`src/rtl/uart_rx.sv`:
```
// -----------------------------------------------------------------------------
// uart_rx
//
// Receive front end for an 8N1 serial line at a fixed bit period. It
// synchronises the asynchronous rx pin, recovers frames with a four-state FSM,
// and buffers completed bytes in a small show-ahead FIFO. The CPU bus pops
// bytes one per cycle and polls two sticky error flags.
//
// Parameters:
//   CLKS_PER_BIT : clock cycles per serial bit (>= 4)
//   FIFO_DEPTH   : receive buffer entries (power of two, >= 2)
//
// Ports:
//   clk       in  1  system clock, rising edge
//   reset     in  1  asynchronous active-high reset
//   rx        in  1  serial line, idle high, asynchronous to clk
//   rd_en     in  1  pop the FIFO head (ignored when empty)
//   clr_err   in  1  clear frame_err and overrun
//   rd_data   out 8  FIFO head byte (show-ahead, don't-care when empty)
//   rx_valid  out 1  FIFO not empty
//   level     out    number of bytes held (0..FIFO_DEPTH)
//   frame_err out 1  sticky: a stop bit was sampled low
//   overrun   out 1  sticky: a byte completed while the FIFO was full
//
// Handshake: rd_en is a plain request sampled on the rising edge; a pop
// happens only when rx_valid is high, and the next head appears on
// rd_data/level in the following cycle. There is no back-pressure on the
// serial side: a byte that finds the FIFO full is dropped and flagged.
//
// The receiver state is held in state_q (type state_t) so checkers can bind
// to it directly.
// -----------------------------------------------------------------------------
module uart_rx #(
   parameter int CLKS_PER_BIT = 104,
   parameter int FIFO_DEPTH   = 4
) (
   input  logic                          clk,
   input  logic                          reset,
   input  logic                          rx,
   input  logic                          rd_en,
   input  logic                          clr_err,
   output logic [7:0]                    rd_data,
   output logic                          rx_valid,
   output logic [$clog2(FIFO_DEPTH):0]   level,
   output logic                          frame_err,
   output logic                          overrun
);

   localparam int CW = $clog2(CLKS_PER_BIT);
   localparam int PW = $clog2(FIFO_DEPTH);
   localparam int LW = PW + 1;

   // Last counter value of the half-bit wait and of a full bit period.
   localparam logic [CW-1:0] HALF_LAST = CW'(CLKS_PER_BIT / 2 - 1);
   localparam logic [CW-1:0] FULL_LAST = CW'(CLKS_PER_BIT - 1);
   localparam logic [LW-1:0] DEPTH_L   = LW'(FIFO_DEPTH);

   typedef enum logic [1:0] {
      IDLE  = 2'd0,
      START = 2'd1,
      DATA  = 2'd2,
      STOP  = 2'd3
   } state_t;

   // ---------------------------------------------------------------------------
   // Synchroniser and falling-edge detect
   // ---------------------------------------------------------------------------
   logic rx_meta_q;
   logic rx_sync_q;
   logic rx_prev_q;

   always_ff @(posedge clk or posedge reset) begin
      if (reset) begin
         rx_meta_q <= 1'b1;
         rx_sync_q <= 1'b1;
         rx_prev_q <= 1'b1;
      end else begin
         rx_meta_q <= rx;
         rx_sync_q <= rx_meta_q;
         rx_prev_q <= rx_sync_q;
      end
   end

   // Only a 1->0 transition starts a frame; a line stuck low never retriggers.
   logic fall_edge;
   assign fall_edge = rx_prev_q & ~rx_sync_q;

   // ---------------------------------------------------------------------------
   // Receive FSM
   // ---------------------------------------------------------------------------
   state_t        state_q, state_d;
   logic [CW-1:0] cnt_q, cnt_d;
   logic [2:0]    bit_q, bit_d;
   logic [7:0]    shift_q, shift_d;
   logic          push;
   logic          frame_set;

   always_ff @(posedge clk or posedge reset) begin
      if (reset) begin
         state_q <= IDLE;
         cnt_q   <= '0;
         bit_q   <= '0;
         shift_q <= '0;
      end else begin
         state_q <= state_d;
         cnt_q   <= cnt_d;
         bit_q   <= bit_d;
         shift_q <= shift_d;
      end
   end

   always_comb begin
      state_d   = state_q;
      cnt_d     = cnt_q + 1'b1;
      bit_d     = bit_q;
      shift_d   = shift_q;
      push      = 1'b0;
      frame_set = 1'b0;

      unique case (state_q)
         IDLE: begin
            cnt_d = '0;
            if (fall_edge) begin
               bit_d   = '0;
               state_d = START;
            end
         end

         // Re-check the line half a bit in; a high line means the edge was
         // a glitch and is dropped silently.
         START: begin
            if (cnt_q == HALF_LAST) begin
               cnt_d   = '0;
               state_d = rx_sync_q ? IDLE : DATA;
            end
         end

         // From here on every sample lands mid-bit, one period apart.
         DATA: begin
            if (cnt_q == FULL_LAST) begin
               cnt_d   = '0;
               shift_d = {rx_sync_q, shift_q[7:1]};
               bit_d   = bit_q + 3'd1;
               if (bit_q == 3'd7) begin
                  state_d = STOP;
               end
            end
         end

         // Leaving for IDLE right after the stop sample leaves half a bit of
         // margin to catch a back-to-back start edge.
         STOP: begin
            if (cnt_q == FULL_LAST) begin
               cnt_d   = '0;
               state_d = IDLE;
               if (rx_sync_q) begin
                  push = 1'b1;
               end else begin
                  frame_set = 1'b1;
               end
            end
         end

         default: begin
            state_d = IDLE;
         end
      endcase
   end

   // ---------------------------------------------------------------------------
   // Receive FIFO
   // ---------------------------------------------------------------------------
   logic [7:0]    mem_q [FIFO_DEPTH];
   logic [PW-1:0] wr_ptr_q, wr_ptr_d;
   logic [PW-1:0] rd_ptr_q, rd_ptr_d;
   logic [LW-1:0] level_q, level_d;
   logic          frame_err_q, frame_err_d;
   logic          overrun_q, overrun_d;

   logic fifo_full;
   logic fifo_empty;
   logic wr_ok;
   logic rd_ok;
   logic ovr_set;

   assign fifo_full  = (level_q == DEPTH_L);
   assign fifo_empty = (level_q == '0);
   assign rd_ok      = rd_en & ~fifo_empty;
   // A full FIFO is never empty, so a same-cycle pop always frees the slot.
   assign wr_ok      = push & (~fifo_full | rd_en);
   assign ovr_set    = push & fifo_full & ~rd_en;

   always_comb begin
      wr_ptr_d = wr_ptr_q;
      rd_ptr_d = rd_ptr_q;
      level_d  = level_q;

      if (wr_ok) begin
         wr_ptr_d = wr_ptr_q + 1'b1;
      end
      if (rd_ok) begin
         rd_ptr_d = rd_ptr_q + 1'b1;
      end

      unique case ({wr_ok, rd_ok})
         2'b10:   level_d = level_q + 1'b1;
         2'b01:   level_d = level_q - 1'b1;
         default: level_d = level_q;
      endcase
   end

   // A new error in the same cycle as clr_err stays set.
   always_comb begin
      frame_err_d = frame_err_q;
      overrun_d   = overrun_q;
      if (clr_err) begin
         frame_err_d = 1'b0;
         overrun_d   = 1'b0;
      end
      if (frame_set) begin
         frame_err_d = 1'b1;
      end
      if (ovr_set) begin
         overrun_d = 1'b1;
      end
   end

   always_ff @(posedge clk or posedge reset) begin
      if (reset) begin
         wr_ptr_q    <= '0;
         rd_ptr_q    <= '0;
         level_q     <= '0;
         frame_err_q <= 1'b0;
         overrun_q   <= 1'b0;
      end else begin
         wr_ptr_q    <= wr_ptr_d;
         rd_ptr_q    <= rd_ptr_d;
         level_q     <= level_d;
         frame_err_q <= frame_err_d;
         overrun_q   <= overrun_d;
      end
   end

   // Storage needs no reset: level_q gates every read of it.
   always_ff @(posedge clk) begin
      if (wr_ok) begin
         mem_q[wr_ptr_q] <= shift_q;
      end
   end

   assign rd_data   = mem_q[rd_ptr_q];
   assign rx_valid  = ~fifo_empty;
   assign level     = level_q;
   assign frame_err = frame_err_q;
   assign overrun   = overrun_q;

endmodule

```
`config.mk`:
```
export PLATFORM = sky130hd
export DESIGN_NAME = uart_rx
export DESIGN_NICKNAME = d
export VERILOG_FILES = /design/src/rtl/uart_rx.sv
export SDC_FILE = /design/constraint.sdc
export NUM_CORES = 1
export LEC_CHECK = 0
export ABC_AREA = 1
export CAP_MARGIN = 30
export CORE_MARGIN = 2
export CORE_UTILIZATION = 61
export CTS_BUF_LIST = sky130_fd_sc_hd__clkbuf_8
export CTS_CLUSTER_DIAMETER = 120
export CTS_CLUSTER_SIZE = 20
export DETAILED_ROUTE_END_ITERATION = 10
export GPL_TIMING_DRIVEN = 1
export PLACE_DENSITY_LB_ADDON = 0.05
export SYNTH_ARGS = -nofsm -noshare
export SYNTH_HDL_FRONTEND = slang
export SYNTH_SLANG_ARGS = --single-unit
```
`constraint.sdc`:
```
create_clock -name clk -period 4.4 [get_ports clk]
set_clock_uncertainty 0.05 [all_clocks]
set_input_delay 1.32 -clock clk [delete_from_list [all_inputs] [get_ports clk]]
set_output_delay 1.32 -clock clk [all_outputs]
set_load 0.1 [all_outputs]
```
==> key figures <==
Layout
  • Most frequent cells in the layout: nand2_1, nor2_1, edfxtp_1
  • Layout cell share with drive strength beyond 1: 13.0%
  • Final core occ: 72.4%
  • Fin nets: 302
  • Final Cell Area: 3150 µm²
  • Diodes inserted: 0
  • Syn-to-layout area delta: 14.5%
  • Most common cell after layout, fill and taps aside: nand2_1

Clock network
  • CTS H-tree lvls: 3
  • TritonCTS clock tree: yes
  • Clk sinks: 64
  • Postcts setup bufs: 0
  • CTS buffer count: 9
  • Post-CTS resize count: 0
  • Hold_buf cts: 0
  • Root buf cell: clkbuf_8
  • Clk_lat worst skew: 0.33 ns
  • Reg clk slew, reported paths: 0.07 ns
  • Longest Clk Path Bufs: 2

Synthesis
  • Mux contribution to synthesized area: 0%
  • Synth Area in Simple Gates: 17.1%
  • Adder-Cell Fraction of Synth Area: 4.36%
  • Cells after Synth: 263
  • Post-synthesis xor/xnor area fraction: 1.27%
  • Yosys cell types: 29
  • Seq/Total Area, Yosys: 64.1%
  • Largest family of logic cells by synthesized area: simple AND/OR/NAND/NOR gates
  • Synth warnings: 0
  • Syn_nets: 277
  • Avg Inst Size Synth: 10.5 µm²
  • Synthesized cell area: 2760 µm²
  • Register bit total from synthesis: 64
  • Synth Area in Compound Gates: 7.40%

GRT
  • GRT overflow: 0
  • GRT Total Usage: 21.7%
  • First-pass GRT wire length: 8250 µm
  • Initial antenna violation count: 0
  • Largest net degree at the start of global routing: 33
  • Vias in the first global route: 1750

Floorplan
  • Die width: 71.2 µm
  • Site row count: 24
  • Die area: 5070 µm²
  • Starting Density: 63.3%
  • Io pins: 19
  • Core Footprint: 4350 µm²
  • Die height: 71.2 µm

Critical path
  • Worst R2R Setup Slack: 2.04 ns
  • Worst setup EP type: primary output
  • Crit Path Max Fanout: 3
  • Startpoint type of the worst setup path: register
  • Worst endpoint required time: 3.03 ns
  • Crit path DAT: 2.10 ns
  • Kind of critical path: register to primary output

STA
  • Final worst setup slack: 0.927 ns
  • # setup viols final: 0
  • RSZ-0062 raised after global routing: no
  • Max Fclk: 288 MHz
  • Worst Max-Slew Pin Slew: 0.975 ns
  • Slew HR: 34.8%
  • Slew Viols, Final: 0
  • Final hold vios: 0
  • Fin crit share: 78.9%
  • Setup TNS: 0 ns
  • Minimum clock period: 3.47 ns

Place
  • Placed Area: 2960 µm²
  • Port buffer count: 18
  • Dpl ws: 1.08 ns
  • RD Place Congestion: 0.775
  • DP HPWL: 3270 µm

Outcome
  • Status: finished, final reports clean

Detailed routing
  • Initial DRC count: 133
  • Drt via density: 5.26
  • TritonRoute pass-1 iters: 4
  • Post-route ant nets: 0
  • Routed via count: 1815
  • # DRC: 0
  • Final Routed Wirelength: 4830 µm
  • Per-cell routed wire length: 14.0 µm

Power and ir drop
  • Total power: 2.20 mW
  • Max VDD drop: 511 µV
  • Pwr Density: 698 nW/µm²
  • Static leakage: 1.47 nW

Hold path
  • Worst min-delay path class: register to register

Flow run
  • Maxcap violations: 0
-- state kept, by name, summed over array words and instances, names as in the netlist, 2 cells and up, named ones only --
name	cells
wr_ptr_q	2
shift_q	8
cnt_q	7
rd_ptr_q	2
mem_q	32
bit_q	3
level	3
-- path summary, 6_finish.rpt --
check / end / cells after the start / start
worst max-delay path: rx_valid / 5 / level[0]
worst min-delay path: rx_sync_q / 0 / rx_meta_q
worst max register to register: mem_q[3][7] / 7 / cnt_q[0]
worst min register to register: rx_sync_q / 0 / rx_meta_q
max in group asynchronous: rx_prev_q / 3 / reset
min in group asynchronous: bit_q[0] / 3 / reset
-- worst max-delay path, stage by stage, from the launching register on --
cell,delay [ns]
dfrtp_1,0.38
inv_1,0.08
nand2_1,0.06
inv_1,0.05
nand2_1,0.07
clkdlybuf4s50_1,1.13
-- cell type report --
cell class / instances / area, µm²
fill: 324 / 1200
clock buffer: 9 / 124
clock inverter: 7 / 71.3
sequential: 64 / 1770
timing repair buffer: 20 / 175
tap: 52 / 65.1
inverter: 33 / 124
multi-input combinational: 160 / 830
-- cells by family (layout without fill, tap and decap cells) --
| kind of cell | count (synthesis) | in the layout |
|---|---|---|
| AOI/OAI and AO/OA | 37 | 37 |
| xor gates and xnor gates | 4 | 4 |
| adders and majority gates | 9 | 9 |
| buffers and inverters | 39 | 69 |
| DFF | 64 | 64 |
| and+or+nand+nor | 110 | 110 |
-- power by group --
part	total, mW	internal (mW)	switching, mW
sequential	0.728	0.671	0.0565
combinational	0.986	0.220	0.766
clock	0.488	0.261	0.227
-- metrics by stage --
| step | hold slack, ns | instances |
|---|---|---|
| floorplan | 0.295 | 263 |
| global placement | 0.303 | 329 |
| detailed placement | 0.298 | 329 |
| CTS | 0.312 | 345 |
| global route | 0.314 | 345 |
| finish | 0.309 | 345 |
-- routing by layer --
| layer | global-route usage, % | up-vias | wire length (µm) |
|---|---|---|---|
| li1 | - | 920 | - |
| met1 | 27.9 | 843 | 2160 |
| met2 | 35.9 | 41 | 2420 |
| met3 | 3.85 | 11 | 158 |
| met4 | 10.1 | 0 | 79 |
| met5 | 0 | - | 0 |
-- cells in the mapped netlist, drive strengths merged --
library cell	number	area (µm²)
a21oi	3	15.0
dfrtp	29	726
inv	33	124
o221ai	1	8.76
nor3	6	41.3
nor2	35	134
edfxtp	32	961
nor4	1	6.26
xor2	2	17.5
ha	8	100
nand4	2	12.5
buf	4	28.8
xnor2	2	17.5
fa	1	20.0
o22ai	9	56.3
nand3b	1	7.51
nand2	57	229
dfstp	3	78.8
o21ai	24	124
nand3	8	40.0
clkbuf	2	7.51
No activity file was read; power rests on OpenSTA's default activity.
